--- src/rtl/rv32i_pkg.sv ---
// rv32i shared types: memory arbiter states, owners and request bundle.
// Used by mem_arbiter (optional perf counters: MEM_ARB_PERF_EN).
package rv32i_pkg;

  localparam int ARB_AW = 16;
  localparam int ARB_DW = 32;
  localparam int STARVE_LIMIT_DEF = 4;

  typedef enum logic [1:0] {
    IDLE,
    REQ,
    RESP
  } arb_state_e;

  typedef enum logic {
    OWN_I,
    OWN_D
  } arb_owner_e;

  typedef struct packed {
    logic              we;
    logic [3:0]        be;
    logic [ARB_AW-1:0] addr;
    logic [ARB_DW-1:0] wdata;
  } mem_req_t;

endpackage

--- src/rtl/arb_prio_sel.sv ---
// Fixed D > I winner select with a starvation counter that forces I.
// Counter only moves while the arbiter is idle (en_i).
module arb_prio_sel
  import rv32i_pkg::*;
#(
  parameter int STARVE_LIMIT = STARVE_LIMIT_DEF
) (
  input  logic clk_i,
  input  logic rstn_i,
  input  logic en_i,
  input  logic i_req_i,
  input  logic d_req_i,
  output logic sel_i_o,
  output logic sel_d_o
);

  logic [3:0] starve_cnt;
  logic       starved;

  assign starved = (starve_cnt == 4'(STARVE_LIMIT));

  always_comb begin
    sel_i_o = 1'b0;
    sel_d_o = 1'b0;
    unique case (1'b1)
      i_req_i && !d_req_i: sel_i_o = 1'b1;
      !i_req_i && d_req_i: sel_d_o = 1'b1;
      i_req_i && d_req_i: begin
        sel_i_o = starved;
        sel_d_o = !starved;
      end
      default: ;
    endcase
  end

  always_ff @(posedge clk_i or negedge rstn_i) begin
    if (!rstn_i) begin
      starve_cnt <= '0;
    end else if (en_i) begin
      if (sel_i_o || !i_req_i) begin
        starve_cnt <= '0;
      end else if (sel_d_o && starve_cnt != 4'hF) begin
        starve_cnt <= starve_cnt + 4'd1;
      end
    end
  end

endmodule

--- src/rtl/mem_arbiter.sv ---
// Single-port memory arbiter for fetch (I) and load/store (D) ports.
// Define MEM_ARB_PERF_EN to add grant/stall performance counters.
module mem_arbiter
  import rv32i_pkg::*;
#(
  parameter int AW           = ARB_AW,
  parameter int DW           = ARB_DW,
  parameter int STARVE_LIMIT = STARVE_LIMIT_DEF
) (
  input  logic          clk_i,
  input  logic          rstn_i,
  input  logic          i_req_i,
  input  logic [AW-1:0] i_addr_i,
  output logic          i_gnt_o,
  output logic          i_rvalid_o,
  output logic [DW-1:0] i_rdata_o,
  input  logic          d_req_i,
  input  logic          d_we_i,
  input  logic [3:0]    d_be_i,
  input  logic [AW-1:0] d_addr_i,
  input  logic [DW-1:0] d_wdata_i,
  output logic          d_gnt_o,
  output logic          d_rvalid_o,
  output logic [DW-1:0] d_rdata_o,
  output logic          mem_req_o,
  output logic          mem_we_o,
  output logic [3:0]    mem_be_o,
  output logic [AW-1:0] mem_addr_o,
  output logic [DW-1:0] mem_wdata_o,
  input  logic          mem_gnt_i,
  input  logic          mem_rvalid_i,
  input  logic [DW-1:0] mem_rdata_i
`ifdef MEM_ARB_PERF_EN
  ,
  output logic [31:0]   perf_i_cnt_o,
  output logic [31:0]   perf_d_cnt_o,
  output logic [31:0]   perf_stall_cnt_o
`endif
);

  arb_state_e state;
  arb_owner_e owner;
  mem_req_t   mreq;
  logic       idle;
  logic       sel_i;
  logic       sel_d;

  assign idle = (state == IDLE);

  arb_prio_sel #(
    .STARVE_LIMIT(STARVE_LIMIT)
  ) u_sel (
    .clk_i  (clk_i),
    .rstn_i (rstn_i),
    .en_i   (idle),
    .i_req_i(i_req_i),
    .d_req_i(d_req_i),
    .sel_i_o(sel_i),
    .sel_d_o(sel_d)
  );

  assign i_gnt_o     = idle & sel_i;
  assign d_gnt_o     = idle & sel_d;
  assign mem_we_o    = mreq.we;
  assign mem_be_o    = mreq.be;
  assign mem_addr_o  = mreq.addr;
  assign mem_wdata_o = mreq.wdata;

  always_ff @(posedge clk_i or negedge rstn_i) begin
    if (!rstn_i) begin
      state      <= IDLE;
      owner      <= OWN_I;
      mreq       <= '0;
      mem_req_o  <= 1'b0;
      i_rvalid_o <= 1'b0;
      d_rvalid_o <= 1'b0;
      i_rdata_o  <= '0;
      d_rdata_o  <= '0;
    end else begin
      i_rvalid_o <= 1'b0;
      d_rvalid_o <= 1'b0;
      unique case (state)
        IDLE: begin
          if (d_gnt_o) begin
            state      <= REQ;
            mem_req_o  <= 1'b1;
            owner      <= OWN_D;
            mreq.we    <= d_we_i;
            mreq.be    <= d_be_i;
            mreq.addr  <= d_addr_i;
            mreq.wdata <= d_wdata_i;
          end else if (i_gnt_o) begin
            state      <= REQ;
            mem_req_o  <= 1'b1;
            owner      <= OWN_I;
            mreq.we    <= 1'b0;
            mreq.be    <= 4'hF;
            mreq.addr  <= i_addr_i;
            mreq.wdata <= '0;
          end
        end
        REQ: begin
          // a same-cycle rvalid is a protocol error and is dropped
          if (mem_gnt_i) begin
            mem_req_o <= 1'b0;
            state     <= RESP;
          end
        end
        RESP: begin
          if (mem_rvalid_i) begin
            state <= IDLE;
            if (owner == OWN_D) begin
              d_rvalid_o <= 1'b1;
              d_rdata_o  <= mem_rdata_i;
            end else begin
              i_rvalid_o <= 1'b1;
              i_rdata_o  <= mem_rdata_i;
            end
          end
        end
        default: state <= IDLE;
      endcase
    end
  end

`ifdef MEM_ARB_PERF_EN
  logic stall;

  assign stall = (i_req_i & ~i_gnt_o) | (d_req_i & ~d_gnt_o);

  always_ff @(posedge clk_i or negedge rstn_i) begin
    if (!rstn_i) begin
      perf_i_cnt_o     <= '0;
      perf_d_cnt_o     <= '0;
      perf_stall_cnt_o <= '0;
    end else begin
      perf_i_cnt_o     <= perf_i_cnt_o + 32'(i_gnt_o);
      perf_d_cnt_o     <= perf_d_cnt_o + 32'(d_gnt_o);
      perf_stall_cnt_o <= perf_stall_cnt_o + 32'(stall);
    end
  end
`endif

  a_rvalid_in_resp: assert property (
    @(posedge clk_i) disable iff (!rstn_i)
    mem_rvalid_i |-> state == RESP
  );

  a_no_gnt_rvalid: assert property (
    @(posedge clk_i) disable iff (!rstn_i)
    !(state == REQ && mem_gnt_i && mem_rvalid_i)
  );

endmodule

--- config.mk ---
export PLATFORM = sky130hd
export DESIGN_NAME = mem_arbiter
export DESIGN_NICKNAME = d
export VERILOG_FILES = /design/src/rtl/rv32i_pkg.sv /design/src/rtl/arb_prio_sel.sv /design/src/rtl/mem_arbiter.sv
export SDC_FILE = /design/constraint.sdc
export NUM_CORES = 1
export LEC_CHECK = 0
export BUFFER_PORTS_ARGS = -buffer_cell sky130_fd_sc_hd__buf_2
export CORE_MARGIN = 2
export CORE_UTILIZATION = 45
export DETAILED_ROUTE_END_ITERATION = 10
export GPL_TIMING_DRIVEN = 0
export PLACE_DENSITY = 0.77
export SLEW_MARGIN = 30
export SYNTH_ARGS = -nofsm -noshare
export SYNTH_HDL_FRONTEND = slang
export SYNTH_SLANG_ARGS = --single-unit
--- constraint.sdc ---
create_clock -name clk_i -period 4.8 [get_ports clk_i]
set_input_delay 0.96 -clock clk_i [delete_from_list [all_inputs] [get_ports clk_i]]
set_output_delay 0.96 -clock clk_i [all_outputs]
set_load 0.005 [all_outputs]
==> flow_metrics.py, run 1 <==
metrics = {
    "run_status": {
        "outcome": "complete, no violations",
    },
    "clocking": {
        "postCtsSetupBuffers": 0,
        "cts.sinks": 127,
        "cts_tree": "yes",
        "hold_buffers": 0,
        "path_clk_slew_ps": 60,
        "root_buffer": "clkbuf_8",
        "clock_latency_ps": 530,
        "clockBufferDepth": 2,
        "cts_inserted_buffers": 17,
        "post_cts_resized": 0,
        "cts_htree_levels": 4,
    },
    "route": {
        "avgRoutedWirePerCell_um": 16.1,
        "drtIter0Drc": 271,
        "drc_errors": 0,
        "viasPerCell": 5.10,
        "drt-total-wl_mm": 13.4,
        "num_vias": 4217,
        "antenna_left": 0,
        "drt_pre_antenna_iters": 5,
    },
    "die": {
        "die_w_um": 109,
        "ios": 229,
        "start_util": 0.459,
        "dieArea_um2": 11900,
        "num_rows": 38,
        "core_area_um2": 10800,
        "fp.dieH_um": 109,
    },
    "yosys": {
        "ys_types": 32,
        "synth_most_common_cell": "nand2_1",
        "synth_compound_area_frac": 0.111,
        "yosys.area.top_type": "dfrtp_1",
        "muxShareOfSynthArea": 0.0746,
        "ys_top_cells_by_count": "151 x nand2_1, 127 x dfrtp_1, 34 x a22o_1",
        "async_reset_ff_frac": 1.00,
        "synth_top_family_by_area": "simple AND/OR/NAND/NOR gates",
        "avgSynthCellArea_um2": 11.6,
        "synth_simple_gate_area_frac": 0.140,
        "ys_seq_elements": 127,
        "synth-main-ff-cell": "dfrtp_1",
        "synth_cells": 429,
        "synthTopCellsByArea": "dfrtp_1 64%, nand2_1 11%, mux2_2 7.5%, a22o_1 6.0%, o221ai_1 2.8%",
        "syn_area_um2": 4980,
        "ys.warnings.count": 0,
        "seq_area_frac_synth": 0.638,
        "yosysTopAreaCellShare": 0.638,
        "yosys.area_share.adder": 0.00503,
        "synth_xor_area_frac": 0,
        "synth_edf_count": 0,
        "synth_fp_nets": 538,
    },
    "power": {
        "peakVddDrop_v": 0.000403,
        "power.total_mw": 4.52,
        "powerDensity_nw_per_um2": 659,
        "power_leakage_nw": 3.70,
    },
    "sta": {
        "period_share": 0.660,
        "rsz0062_at_grt": "no",
        "hold_viol": 0,
        "setup_violations": 0,
        "tns_ps": 0,
        "finalClockSkew_ps": 6.16,
        "maxSlewHeadroom": 0.668,
        "final-max-slew-violation-count": 0,
        "fmax_mhz": 316,
        "worstMarginPinSlew_ps": 498,
        "min_period_ps": 3170,
    },
    "flow_run": {
        "max_cap_violations": 0,
    },
    "worst_setup_path": {
        "cp-end-kind": "output port",
        "crit_arrival_ps": 2210,
        "crit_buf_inv": 4,
        "crit_chain": "inv_1 -> ha_1 -> nand3b_1 -> o21ai_4 -> nand2b_4 -> inv_2 -> buf_6 -> buf_2",
        "cp-start-kind": "flip-flop",
        "cpLargestDelayFamily": "buffers and inverters",
        "slowest_delay_ps": 410,
        "cp_slowest_cell": "dfrtp_1",
        "crit_type": "reg2out",
        "crit_fanout": 10,
        "cp.required_ps": 3840,
    },
    "finish": {
        "final_cells": 827,
        "syn_to_final_growth_pct": 37.7,
        "n_antenna_cell": 0,
        "drive_gt1_frac": 0.445,
        "layout.nets": 785,
        "fillers": 837,
    },
    "placement": {
        "port_buffers": 227,
        "dp_cells": 797,
        "place_congestion": 0.813,
        "dp_hpwl_mm": 9.99,
    },
    "global_route": {
        "grt_util_met3": 0.0771,
        "use_met1": 0.269,
        "grt_pass1_vias": 4105,
        "antenna_found_initial": 0,
        "grt_pass1_wl_mm": 20.5,
        "busiest_layer": "met2",
        "grt.total_usage": 0.228,
        "overflow": 0,
        "use_met2": 0.378,
        "grt_max_degree": 73,
    },
    "worst_hold_path": {
        "hold_path_class": "in2async",
    },
}
## layer usage
metal  wire (um)  share of wire
met1        5270           0.39
met2        6570           0.49
met3        1210          0.091
met4         303          0.023
met5           0              0
## report_power, final
group          leakage [nW]  switching [mW]  internal, mW
Sequential             1.59           0.285          1.56
Clock                 0.263           0.435         0.716
Combinational          1.85           0.757         0.766
Total                  3.70            1.48          3.04
## cell families (layout without fill, tap and decap cells)
group,count (synthesis),after routing
buffers and inverters,30,288
multiplexers,33,33
flip-flops,127,127
adder cells (fa/ha/maj),2,2
AND/OR/NAND/NOR,171,171
AO/OA/AOI/OAI,66,66
## path summary, 6_finish.rpt
kind                                                 start                        end  slack [ps]  depth (start not counted)
setup / recovery           u_sel.starve_cnt[0]$_DFFE_PN0P_                    d_gnt_o        1630                          8
min in group clk_i               d_rdata_o[25]$_DFFE_PN0P_  d_rdata_o[25]$_DFFE_PN0P_         470                          2
setup reg to reg                      state[0]$_DFFE_PN0P_   i_rdata_o[2]$_DFFE_PN0P_        2900                          4
hold reg to reg                  d_rdata_o[25]$_DFFE_PN0P_  d_rdata_o[25]$_DFFE_PN0P_         470                          2
hold / removal                                      rstn_i  d_rdata_o[29]$_DFFE_PN0P_         350                          1
max in group asynchronous                           rstn_i  d_rdata_o[13]$_DFFE_PN0P_        3760                          2
## registers in the layout (all words and copies together) (netlist names)
register,count
owner,1
d_rdata_o,32
mem_we_o,1
i_rvalid_o,1
i_rdata_o,32
u_sel.starve_cnt,4
mem_wdata_o,32
mem_req_o,1
mem_addr_o,16
state,2
d_rvalid_o,1
mem_be_o,4
## through the flow
stage	instance area [um2]	setup slack, ps	utilization	hold WS, ps
after global placement	6290	1240	0.580	454
after CTS	6860	1590	0.633	333
after global routing	6860	1490	0.633	363
after detailed placement	6330	1720	0.584	457
final	6860	1630	0.633	349
after floorplan	4980	2050	-	470
## placed cells by master, fill, tap and decap left out, types with 4 or more instances in the layout
master and count:
a21oi_1 5, a22o_1 34, buf_2 232, clkbuf_1 15, clkbuf_16 16, clkbuf_8 4
clkinv_2 5, dfrtp_1 127, inv_1 5, mux2_2 33, nand2_1 151, nor2_1 5
o221ai_1 16, o22a_1 4
## final cells by class
type | instances | area, um2 | area share
inverter | 6 | 22.5 | 0.00328
multi-input combinational | 272 | 1650 | 0.240
clock buffer | 23 | 467 | 0.0681
sequential | 127 | 3180 | 0.464
timing repair buffer | 228 | 1170 | 0.171
clock inverter | 7 | 62.6 | 0.00912
buffer | 24 | 131 | 0.0192
tap | 140 | 175 | 0.0255
Note: power is estimated with default switching activity, not from simulation.
==> inputs of run 2 (changes only) <==
--- a/config.mk
+++ b/config.mk
@@ -7,10 +7,10 @@
 export LEC_CHECK = 0
 export BUFFER_PORTS_ARGS = -buffer_cell sky130_fd_sc_hd__buf_2
 export CORE_MARGIN = 2
-export CORE_UTILIZATION = 45
+export CORE_UTILIZATION = 42
 export DETAILED_ROUTE_END_ITERATION = 10
 export GPL_TIMING_DRIVEN = 0
-export PLACE_DENSITY = 0.77
+export PLACE_DENSITY = 0.76
 export SLEW_MARGIN = 30
 export SYNTH_ARGS = -nofsm -noshare
 export SYNTH_HDL_FRONTEND = slang
==> constraint.sdc (replaced) <==
create_clock -name clk_i -period 2.81 [get_ports clk_i]
set_input_delay 0.562 -clock clk_i [delete_from_list [all_inputs] [get_ports clk_i]]
set_output_delay 0.562 -clock clk_i [all_outputs]
set_load 0.005 [all_outputs]
==> flow_metrics.py, run 2 (same netlist as run 1, synthesis figures left out) <==
metrics = {
    "sta": {
        "period_share": 0.916,
        "final-max-slew-violation-count": 0,
        "hold_viol": 0,
        "fmax_mhz": 388,
        "finalClockSkew_ps": 8.13,
        "setup_violations": 0,
        "min_period_ps": 2570,
        "worstMarginPinSlew_ps": 497,
        "rsz0062_at_grt": "no",
        "holdWs_ps": 74.7,
        "maxSlewHeadroom": 0.669,
    },
    "finish": {
        "postLayoutCoreUtil": 0.600,
        "n_antenna_cell": 0,
        "layout.nets": 786,
        "drive_gt1_frac": 0.452,
        "multi_input_area_um2": 1650,
        "fillers": 929,
        "area.sequential_um2": 3180,
        "syn_to_final_growth_pct": 38.8,
        "mostFrequentLayoutCells": "232 x buf_2, 151 x nand2_1, 127 x dfrtp_1, 34 x a22o_1, 33 x mux2_2",
        "mostFrequentLayoutCell": "buf_2",
    },
    "route": {
        "drt-total-wl_mm": 13.5,
        "num_vias": 4241,
        "drc_errors": 18,
        "avgRoutedWirePerCell_um": 16.2,
        "viasPerCell": 5.09,
        "antenna_left": 0,
        "drtIter0Drc": 337,
        "drt_pre_antenna_iters": 7,
    },
    "worst_setup_path": {
        "crit_chain": "inv_1 -> ha_1 -> nand3b_1 -> o21ai_4 -> nand2b_4 -> inv_2 -> buf_6 -> buf_2",
        "cp-end-kind": "output port",
        "cp_slowest_cell": "dfrtp_1",
        "cp.required_ps": 2250,
        "crit_fanout": 10,
        "crit_type": "reg2out",
        "slowest_delay_ps": 410,
        "cp-start-kind": "flip-flop",
        "crit_arrival_ps": 2010,
    },
    "flow_run": {
        "max_cap_violations": 0,
    },
    "power": {
        "powerDensity_nw_per_um2": 1140,
        "peakVddDrop_v": 0.000497,
        "p_comb_frac": 0.331,
        "power_switching_mw": 2.59,
        "pwr-share-seq": 0.399,
        "switching_share": 0.330,
        "intPower_mw": 5.27,
        "power_leakage_nw": 3.73,
        "pwr-share-clk": 0.270,
    },
    "run_status": {
        "violations": "DRC",
        "outcome": "finished with violations",
    },
    "die": {
        "dieArea_um2": 12700,
        "start_util": 0.432,
        "fp.dieH_um": 113,
        "die_w_um": 113,
        "core_area_um2": 11500,
        "num_rows": 39,
        "ios": 229,
    },
    "clocking": {
        "clock_latency_ps": 410,
        "cts.sinks": 127,
        "post_cts_resized": 0,
        "clockBufferDepth": 2,
        "root_buffer": "clkbuf_16",
        "cts_htree_levels": 4,
        "hold_buffers": 0,
        "cts_tree": "yes",
        "path_clk_slew_ps": 60,
        "cts_inserted_buffers": 17,
    },
    "global_route": {
        "antenna_found_initial": 0,
        "grt_max_degree": 66,
        "grt.total_usage": 0.213,
        "grt_pass1_vias": 4267,
        "overflow": 0,
        "grt_pass1_wl_mm": 21.2,
    },
    "placement": {
        "dp_hpwl_mm": 9.81,
        "port_buffers": 227,
        "place_congestion": 0.833,
    },
    "worst_hold_path": {
        "hold_path_class": "in2async",
    },
}
[run 2: cell count changes in the layout (fill, tap and decap cells not counted), moves of 2 or more]
cell      delta
clkinv_2     +2
clkbuf_8     -4
clkbuf_1     -3
clkinv_4     +3
[run 2: critical path, delay by kind of cell, from the launching register on]
kind | cells | cell delay, ps
buf+inv | 4 | 450
flops | 1 | 410
simple gates | 2 | 390
compound gates | 1 | 210
fa+ha+maj | 1 | 130
[run 2: path summary, 6_finish.rpt]
check | startpoint | to | slack [ps] | cells after the start
min in group clk_i | mem_rdata_i[3] | d_rdata_o[3]$_DFFE_PN0P_ | 360 | 3
max in group asynchronous | rstn_i | mem_wdata_o[31]$_DFFE_PN0P_ | 2060 | 2
hold / removal | rstn_i | d_rdata_o[21]$_DFFE_PN0P_ | 70 | 1
setup reg to reg | state[0]$_DFFE_PN0P_ | i_rdata_o[1]$_DFFE_PN0P_ | 880 | 4
setup / recovery | u_sel.starve_cnt[0]$_DFFE_PN0P_ | d_gnt_o | 240 | 8
hold reg to reg | d_rdata_o[0]$_DFFE_PN0P_ | d_rdata_o[0]$_DFFE_PN0P_ | 480 | 2
[run 2: cell type report]
class                           instances  area share
Buffer                                 24      0.0190
Clock buffer                           17      0.0616
Clock inverter                         15      0.0210
Multi-Input combinational cell        272       0.238
Tap cell                              143      0.0259
Sequential cell                       127       0.460
Inverter                                6     0.00326
Timing Repair Buffer                  229       0.171
[run 2: power by group through the flow]
| stage | clock (mW) | sequential, mW | combinational, mW |
|---|---|---|---|
| floorplan | 0 | 3.18 | 1.27 |
| global placement | 0 | 3.11 | 2.53 |
| detailed placement | 0 | 3.14 | 2.63 |
| CTS | 2.17 | 3.14 | 2.63 |
| global route | 2.24 | 3.24 | 2.87 |
| finish | 2.12 | 3.14 | 2.60 |
[run 2: metrics by stage]
step                      setup TNS (ps)  area, um2  setup slack (ps)  cells  power [mW]
final                                  0       6910               235    833        7.86
after global routing                   0       6910              93.6    833        8.35
after CTS                              0       6900              89.3    832        7.93
after detailed placement               0       6330               491    800        5.77
after global placement            -44840       6290              -361    799        5.65
after floorplan                        0       4980               855    429        4.45
[run 2: what timing repair did]
item                       CTS  global route
setup endpoints to repair    0             1
hold endpoints to repair     0             0
buffers inserted             0             1
[run 2: per-layer routing]
layer  global-route usage  routed length [um]  vias to the layer above
li1                     -                   -                     1972
met1                0.270                5570                     2056
met2                0.354                6630                      197
met3               0.0530                1060                       16
met4               0.0829                 198                        0
met5                    0                   0                        -
